File: config.mk
export PLATFORM = sky130hd
export DESIGN_NAME = uart_csr_bridge_flat
export DESIGN_NICKNAME = d
export VERILOG_FILES = /design/src/rtl/uart_csr_bridge_if.sv /design/src/rtl/uart_csr_bridge.sv /design/src/flat_wrapper.sv
export SDC_FILE = /design/constraint.sdc
export NUM_CORES = 1
export LEC_CHECK = 0
export CAP_MARGIN = 10
export CORE_MARGIN = 1.5
export CORE_UTILIZATION = 58
export DETAILED_ROUTE_END_ITERATION = 12
export GPL_ROUTABILITY_DRIVEN = 0
export PLACE_DENSITY_LB_ADDON = 0.08
export SKIP_CTS_REPAIR_TIMING = 1
export SLEW_MARGIN = 0
export SYNTH_ARGS = -nofsm -noshare
export SYNTH_HDL_FRONTEND = slang
export SYNTH_SLANG_ARGS = --single-unit
File: constraint.sdc
create_clock -name clk -period 4.15 [get_ports clk]
set_input_delay 1.0375 -clock clk [delete_from_list [all_inputs] [get_ports clk]]
set_output_delay 1.0375 -clock clk [all_outputs]
set_load 0.01 [all_outputs]
File: src/rtl/uart_csr_bridge_if.sv
// UART byte stream + CSR bus bundle for uart_csr_bridge.
// master: the bridge's view (CSR bus master, UART byte consumer/producer); slave: the surrounding system.
interface uart_csr_bridge_if;
  logic        rx_valid;
  logic [7:0]  rx_data;
  logic        tx_valid;
  logic [7:0]  tx_data;
  logic        tx_ready;
  logic        csr_wr_en;
  logic        csr_rd_en;
  logic [7:0]  csr_addr;
  logic [31:0] csr_wdata;
  logic [31:0] csr_rdata;

  modport master (
    input  rx_valid, rx_data, tx_ready, csr_rdata,
    output tx_valid, tx_data, csr_wr_en, csr_rd_en, csr_addr, csr_wdata
  );
  modport slave (
    output rx_valid, rx_data, tx_ready, csr_rdata,
    input  tx_valid, tx_data, csr_wr_en, csr_rd_en, csr_addr, csr_wdata
  );
endinterface

File: src/rtl/uart_csr_bridge.sv
// Host command parser: framed UART packets -> single CSR accesses -> ACK/read-data responses.
// Define UART_CSR_CRC_EN to compile in the CRC-8 trailer check (gated at run time by crc_en).
module uart_csr_bridge #(
  parameter int         TIMEOUT_CYC = 100000,
  parameter logic [7:0] SOF         = 8'hA5,
  parameter logic [7:0] ACK         = 8'h5A
) (
  input  logic              clk,
  input  logic              rst,
  uart_csr_bridge_if.master bus,
  input  logic              crc_en,
  output logic              busy,
  output logic [7:0]        drop_cnt
);
  localparam int TW = $clog2(TIMEOUT_CYC + 1);
  localparam logic [TW-1:0] TO_LAST = TW'(TIMEOUT_CYC - 1);

  typedef enum logic [2:0] {
    S_IDLE, S_CMD, S_ADDR, S_DATA, S_CRC, S_EXEC, S_RDCAP, S_RESP
  } state_t;

  typedef struct packed {
    logic        rd;
    logic [7:0]  err;
    logic [31:0] rdata;
  } resp_t;

  state_t          state;
  resp_t           resp;
  logic [1:0]      cnt;
  logic [7:0]      addr_q;
  logic [31:0]     wdata_q;
  logic [2:0]      tx_idx;
  logic [TW-1:0]   to_cnt;
  logic            parsing, last_byte, crc_on, crc_bad;
  logic [7:0]      fin_addr, fin_err, tx_next;
  logic [31:0]     fin_wdata;
  logic [2:0]      tx_last;

`ifdef UART_CSR_CRC_EN
  function automatic logic [7:0] crc8_upd(input logic [7:0] c, input logic [7:0] d);
    logic [7:0] r;
    r = c ^ d;
    for (int i = 0; i < 8; i++) r = r[7] ? ((r << 1) ^ 8'h07) : (r << 1);
    return r;
  endfunction

  logic [7:0] crc_q;
  assign crc_on  = crc_en;
  assign crc_bad = (state == S_CRC) && (bus.rx_data != crc_q);

  // Running CRC over CMD, ADDR and data bytes; SOF is excluded.
  always_ff @(posedge clk) begin
    if (rst || state == S_IDLE) crc_q <= '0;
    else if (bus.rx_valid && (state inside {S_CMD, S_ADDR, S_DATA}))
      crc_q <= crc8_upd(crc_q, bus.rx_data);
  end
`else
  // No CRC hardware in this build; crc_en has no effect.
  assign crc_on  = crc_en & 1'b0;
  assign crc_bad = 1'b0;
`endif

  always_comb begin
    parsing   = state inside {S_CMD, S_ADDR, S_DATA, S_CRC};
    last_byte = bus.rx_valid &&
                ((state == S_ADDR && resp.rd && !crc_on) ||
                 (state == S_DATA && cnt == 2'd3 && !crc_on) ||
                 (state == S_CRC));
    // The final byte is still on rx_data, so fold it in directly.
    fin_addr  = (state == S_ADDR) ? bus.rx_data : addr_q;
    fin_wdata = (state == S_DATA) ? {bus.rx_data, wdata_q[23:0]} : wdata_q;
    if (crc_bad)                     fin_err = 8'h02;
    else if (fin_addr[1:0] != 2'b00) fin_err = 8'h04;
    else                             fin_err = 8'h00;
    tx_last = (resp.rd && resp.err == 8'h00) ? 3'd6 : 3'd2;
    case (tx_idx)
      3'd1:    tx_next = resp.err;
      3'd2:    tx_next = resp.rdata[7:0];
      3'd3:    tx_next = resp.rdata[15:8];
      3'd4:    tx_next = resp.rdata[23:16];
      3'd5:    tx_next = resp.rdata[31:24];
      default: tx_next = ACK;
    endcase
  end

  assign busy = (state != S_IDLE);

  always_ff @(posedge clk) begin
    if (rst) begin
      state         <= S_IDLE;
      resp          <= '0;
      cnt           <= '0;
      addr_q        <= '0;
      wdata_q       <= '0;
      tx_idx        <= '0;
      to_cnt        <= '0;
      drop_cnt      <= '0;
      bus.tx_valid  <= 1'b0;
      bus.tx_data   <= '0;
      bus.csr_wr_en <= 1'b0;
      bus.csr_rd_en <= 1'b0;
      bus.csr_addr  <= '0;
      bus.csr_wdata <= '0;
    end else begin
      bus.csr_wr_en <= 1'b0;
      bus.csr_rd_en <= 1'b0;
      to_cnt <= (bus.rx_valid || !parsing) ? '0 : to_cnt + 1'b1;
      if (bus.rx_valid && (state inside {S_EXEC, S_RDCAP, S_RESP}) && drop_cnt != 8'hFF)
        drop_cnt <= drop_cnt + 1'b1;

      case (state)
        S_IDLE: if (bus.rx_valid && bus.rx_data == SOF) begin
          state    <= S_CMD;
          resp.err <= '0;
          resp.rd  <= 1'b0;
        end
        S_CMD: if (bus.rx_valid) begin
          if (bus.rx_data == 8'h01 || bus.rx_data == 8'h02) begin
            resp.rd <= bus.rx_data[1];
            state   <= S_ADDR;
          end else begin
            resp.err <= 8'h01;
            state    <= S_RESP;
          end
        end
        S_ADDR: if (bus.rx_valid) begin
          addr_q <= bus.rx_data;
          cnt    <= '0;
          state  <= resp.rd ? S_CRC : S_DATA;
        end
        S_DATA: if (bus.rx_valid) begin
          wdata_q[{cnt, 3'b000} +: 8] <= bus.rx_data;
          cnt <= cnt + 1'b1;
          if (cnt == 2'd3) state <= S_CRC;
        end
        S_EXEC:  state <= (resp.rd && resp.err == 8'h00) ? S_RDCAP : S_RESP;
        S_RDCAP: begin
          resp.rdata <= bus.csr_rdata;
          state      <= S_RESP;
        end
        S_RESP: begin
          // tx_valid low inside RESP only on the first cycle: load ACK.
          if (!bus.tx_valid) begin
            bus.tx_valid <= 1'b1;
            bus.tx_data  <= ACK;
            tx_idx       <= 3'd1;
          end else if (bus.tx_ready) begin
            if (tx_idx == tx_last) begin
              bus.tx_valid <= 1'b0;
              state        <= S_IDLE;
            end else begin
              bus.tx_data <= tx_next;
              tx_idx      <= tx_idx + 1'b1;
            end
          end
        end
        default: ;
      endcase

      if (last_byte) begin
        state    <= S_EXEC;
        resp.err <= fin_err;
        if (fin_err == 8'h00) begin
          bus.csr_addr <= fin_addr;
          if (resp.rd) bus.csr_rd_en <= 1'b1;
          else begin
            bus.csr_wr_en <= 1'b1;
            bus.csr_wdata <= fin_wdata;
          end
        end
      end else if (parsing && !bus.rx_valid && to_cnt == TO_LAST) begin
        state <= S_IDLE;
      end
    end
  end
endmodule
File: src/flat_wrapper.sv
// flat-port wrapper written by rule: the top's interface ports become plain ports
module uart_csr_bridge_flat 
#(
  parameter int         TIMEOUT_CYC = 100000,
  parameter logic [7:0] SOF         = 8'hA5,
  parameter logic [7:0] ACK         = 8'h5A
)
  (clk, rst, crc_en, busy, drop_cnt, bus_rx_valid, bus_rx_data, bus_tx_ready, bus_csr_rdata, bus_tx_valid, bus_tx_data, bus_csr_wr_en, bus_csr_rd_en, bus_csr_addr, bus_csr_wdata);
  uart_csr_bridge_if bus_i ();
  input  logic clk;
  input  logic rst;
  input  logic crc_en;
  output logic busy;
  output logic [7:0] drop_cnt;
  input wire logic [$bits(bus_i.rx_valid)-1:0] bus_rx_valid;
  input wire logic [$bits(bus_i.rx_data)-1:0] bus_rx_data;
  input wire logic [$bits(bus_i.tx_ready)-1:0] bus_tx_ready;
  input wire logic [$bits(bus_i.csr_rdata)-1:0] bus_csr_rdata;
  output wire logic [$bits(bus_i.tx_valid)-1:0] bus_tx_valid;
  output wire logic [$bits(bus_i.tx_data)-1:0] bus_tx_data;
  output wire logic [$bits(bus_i.csr_wr_en)-1:0] bus_csr_wr_en;
  output wire logic [$bits(bus_i.csr_rd_en)-1:0] bus_csr_rd_en;
  output wire logic [$bits(bus_i.csr_addr)-1:0] bus_csr_addr;
  output wire logic [$bits(bus_i.csr_wdata)-1:0] bus_csr_wdata;
  assign bus_i.rx_valid = bus_rx_valid;
  assign bus_i.rx_data = bus_rx_data;
  assign bus_i.tx_ready = bus_tx_ready;
  assign bus_i.csr_rdata = bus_csr_rdata;
  assign bus_tx_valid = bus_i.tx_valid;
  assign bus_tx_data = bus_i.tx_data;
  assign bus_csr_wr_en = bus_i.csr_wr_en;
  assign bus_csr_rd_en = bus_i.csr_rd_en;
  assign bus_csr_addr = bus_i.csr_addr;
  assign bus_csr_wdata = bus_i.csr_wdata;
  uart_csr_bridge #(.TIMEOUT_CYC(TIMEOUT_CYC), .SOF(SOF), .ACK(ACK)) u_core (.clk(clk), .rst(rst), .bus(bus_i), .crc_en(crc_en), .busy(busy), .drop_cnt(drop_cnt));
endmodule
==> summary.md <==
| Metric | Value |
|---|---|
| Type of the most critical hold path | `reg -> reg` |
| Clock-pin slew on the worst setup and hold paths | `0.06 ns` |
| Post-synth top area cell | `sky130_fd_sc_hd__dfxtp_1` |
| Global-route wire length before repair | `26000 um` |
| Top cells by area in the synthesized netlist | `sky130_fd_sc_hd__dfxtp_1 (47%), sky130_fd_sc_hd__nand2_1 (11%), sky130_fd_sc_hd__a21oi_1 (8.2%), sky130_fd_sc_hd__nand3_1 (3.5%), sky130_fd_sc_hd__nor2_1 (3.3%)` |
| Share of the yosys chip area belonging to registers | `0.472` |
| Clock root buffer | `sky130_fd_sc_hd__clkbuf_16` |
| Worst Hold Margin | `0.445 ns` |
| Antenna cells | `0` |
| Number of design-rule violations left by the first detailed-router iteration | `358` |
| Maximum Capacitance Violations | `0` |
| Leading register cell type out of synthesis | `sky130_fd_sc_hd__dfxtp_1` |
| Type of the worst setup path | `reg -> out` |
| Endpoint class of the critical path | `primary output` |
| Number of buffers added by the clock tree synthesis step | `17` |
| Count of endpoints failing setup in the final report | `0` |
| Number of I/O pins | `105` |
| Final routed DRC violation total | `0` |
| Most instantiated library cell after synthesis | `sky130_fd_sc_hd__nand2_1` |
| Total Nets Final | `955` |
| Total placed instance area | `0.00775 mm^2` |
| Total power | `3.49 mW` |
| Antenna violations before repair | `0` |
| Via-to-Cell Ratio | `5.67` |
| Via count of the first global-routing pass | `5508` |
| Number of max-slew violations in the final report | `0` |
| Cell row count | `39` |
| Horizontal die dimension | `111 um` |
| P per Cell Area | `417 mW/mm^2` |
| Yosys synthesis warning count | `0` |
| Worst-case headroom to the max-slew limit | `0.335` |
| Clock Tree Buf Depth | `2` |
| Reg2reg setup slack | `1.31 ns` |
| RSZ-0062 raised after global routing | `false` |
| Overall via count from detail_route | `5970` |
| Final hold violation count | `0` |
| Post-synthesis cell type count | `54` |
| Share of cells above drive strength 1 | `0.0506` |
| Post-DR wirelength/cell | `14.8 um` |
| Leading cell types by count after synthesis | `sky130_fd_sc_hd__nand2_1 (195), sky130_fd_sc_hd__dfxtp_1 (159), sky130_fd_sc_hd__a21oi_1 (110)` |
| Cell count after synthesis | `829` |
| Post-route cell area | `0.00837 mm^2` |
| Filler Cell Count | `934` |
| Cell Area, Synth | `0.00675 mm^2` |
| Routed Wire Length | `15600 um` |
| Die Footprint | `0.0123 mm^2` |
| WP data arrival | `2.08 ns` |
| Data required time of the worst path | `3.11 ns` |
| Reported leakage power | `2.75 nW` |
| Port-buffer cells | `103` |
| Post-layout min period | `3.12 ns` |
| Clock latency at the later pin of the worst-skew pair | `0.42 ns` |
| Clock Sink Count | `159` |
| Maximum resistive drop on vdd | `0.000335 V` |
| Final cycle utilization of the critical path | `0.751` |
| Clock skew after layout | `0.00542 ns` |
| H-tree Lvls | `4` |
| Area fraction of the dominant cell type after synthesis | `0.472` |
| TritonRoute pass-1 iters | `5` |
| Worst slew pin tran | `0.995 ns` |
| Count of nets left with antenna violations after detail routing | `0` |
| Post-Synthesis Net Count | `886` |
| Achievable frequency | `321 MHz` |
| Share of the core filled with cells | `0.736` |
| GRT Resource Usage Total | `0.258` |
| Peak fanout along the critical path | `26` |
| Count of flip-flops with a built-in enable after synthesis | `0` |
| Pin count of the biggest net entering global routing | `61` |
| Yosys reg bits | `159` |
| Initial core utilization | `0.594` |
| P&R area growth vs syn | `23.9%` |
| Type of origin of the critical path | `flip-flop` |
| Status | `complete, no violations` |
| Post-route setup TNS | `0 ns` |
| Syn avg cell area | `8.14 um^2` |
| CTS tree | `built` |
| DP Wirelength | `10500 um` |
| Proportion of synthesized flip-flops having asynchronous set or reset | `0` |
| Y dimension of the die | `111 um` |
| Floorplan Core Area | `0.0114 mm^2` |
| Final global-route overflow total | `0` |
state kept, by name, summed over array words and instances (netlist names), 2 cells and up:
signal,cells
u_core.addr_q,8
u_core.bus.csr_addr,8
u_core.bus.csr_wdata,32
u_core.bus.tx_data,8
u_core.cnt,2
u_core.drop_cnt,8
u_core.resp,35
u_core.state,3
u_core.to_cnt,17
u_core.tx_idx,3
u_core.wdata_q,32
cell type report:
class / instances / area [um^2] / share of cell area
multi-input cells: 598 / 3260 / 0.390
flip-flops and latches: 159 / 3180 / 0.380
clock buffers: 23 / 468 / 0.0559
well taps: 143 / 179 / 0.0214
clock inverters: 7 / 135 / 0.0162
repair buffers: 111 / 1100 / 0.131
inverters: 11 / 41.3 / 0.00494
routing by layer:
metal  vias up  global-route usage  share of wire  routed length, um
li1       2976                   -              -                  -
met1      2817               0.312           0.43               6780
met2       154               0.449           0.50               7840
met3        23              0.0629          0.043                674
met4         0              0.0846          0.021                322
met5         -                   0              0                  0
stage by stage:
| stage | setup WS, ns | cells |
|---|---|---|
| floorplan | 1.53 | 829 |
| global placement | 0.819 | 1021 |
| detailed placement | 0.712 | 1021 |
| global route | 0.968 | 1052 |
| finish | 1.03 | 1052 |
| CTS | 1.03 | 1051 |
logic make-up (layout without fill, tap and decap cells):
kind of cell	Yosys count	in the layout	share of synthesized area
fa+ha+maj	12	12	0.0222
simple gates	361	361	0.236
compound gates	182	182	0.163
flops	159	159	0.472
buf+inv	72	152	0.0467
xor+xnor	22	22	0.0297
mux	21	21	0.0313
where the power goes:
part           switching, mW  internal (mW)  total, mW
clock network          0.585           1.03       1.61
registers             0.0473           1.55       1.59
logic                  0.154          0.128      0.282
total                  0.786           2.70       3.49
path summary, 6_finish.rpt:
check	startpoint	end	cells past startpoint
worst max-delay path	u_core.state[0]$_SDFFE_PP0P_	busy	2
worst min-delay path	u_core.to_cnt[0]$_SDFF_PP0_	u_core.to_cnt[0]$_SDFF_PP0_	1
worst max register to register	u_core.state[0]$_SDFFE_PP0P_	u_core.bus.csr_wdata[17]$_SDFFE_PP0P_	5
worst min register to register	u_core.to_cnt[0]$_SDFF_PP0_	u_core.to_cnt[0]$_SDFF_PP0_	1
cell usage in the layout, fill, tap and decap left out, types with 7 or more instances in the layout:
cell | Yosys | layout
sky130_fd_sc_hd__nand3_1 | 47 | 47
sky130_fd_sc_hd__xor2_1 | 10 | 10
sky130_fd_sc_hd__nand2_1 | 195 | 195
sky130_fd_sc_hd__o21ai_0 | 16 | 16
sky130_fd_sc_hd__a221oi_1 | 7 | 7
sky130_fd_sc_hd__inv_1 | 11 | 11
sky130_fd_sc_hd__nor3_1 | 11 | 11
sky130_fd_sc_hd__ha_1 | 12 | 12
sky130_fd_sc_hd__clkdlybuf4s50_1 | 0 | 102
sky130_fd_sc_hd__mux2i_1 | 20 | 20
sky130_fd_sc_hd__and2_1 | 8 | 8
sky130_fd_sc_hd__buf_4 | 0 | 8
sky130_fd_sc_hd__a211oi_1 | 18 | 18
sky130_fd_sc_hd__clkbuf_16 | 0 | 17
sky130_fd_sc_hd__dfxtp_1 | 159 | 159
sky130_fd_sc_hd__nor2_1 | 60 | 59
sky130_fd_sc_hd__or3_1 | 8 | 8
sky130_fd_sc_hd__xnor2_1 | 11 | 11
sky130_fd_sc_hd__a21oi_1 | 110 | 110
worst max-delay path: stages (launching register included):
cell                              delay (ns)
sky130_fd_sc_hd__dfxtp_1                0.86
sky130_fd_sc_hd__or3_1                  0.25
sky130_fd_sc_hd__clkdlybuf4s50_1        0.54
No activity file was read; power rests on OpenSTA's default activity.
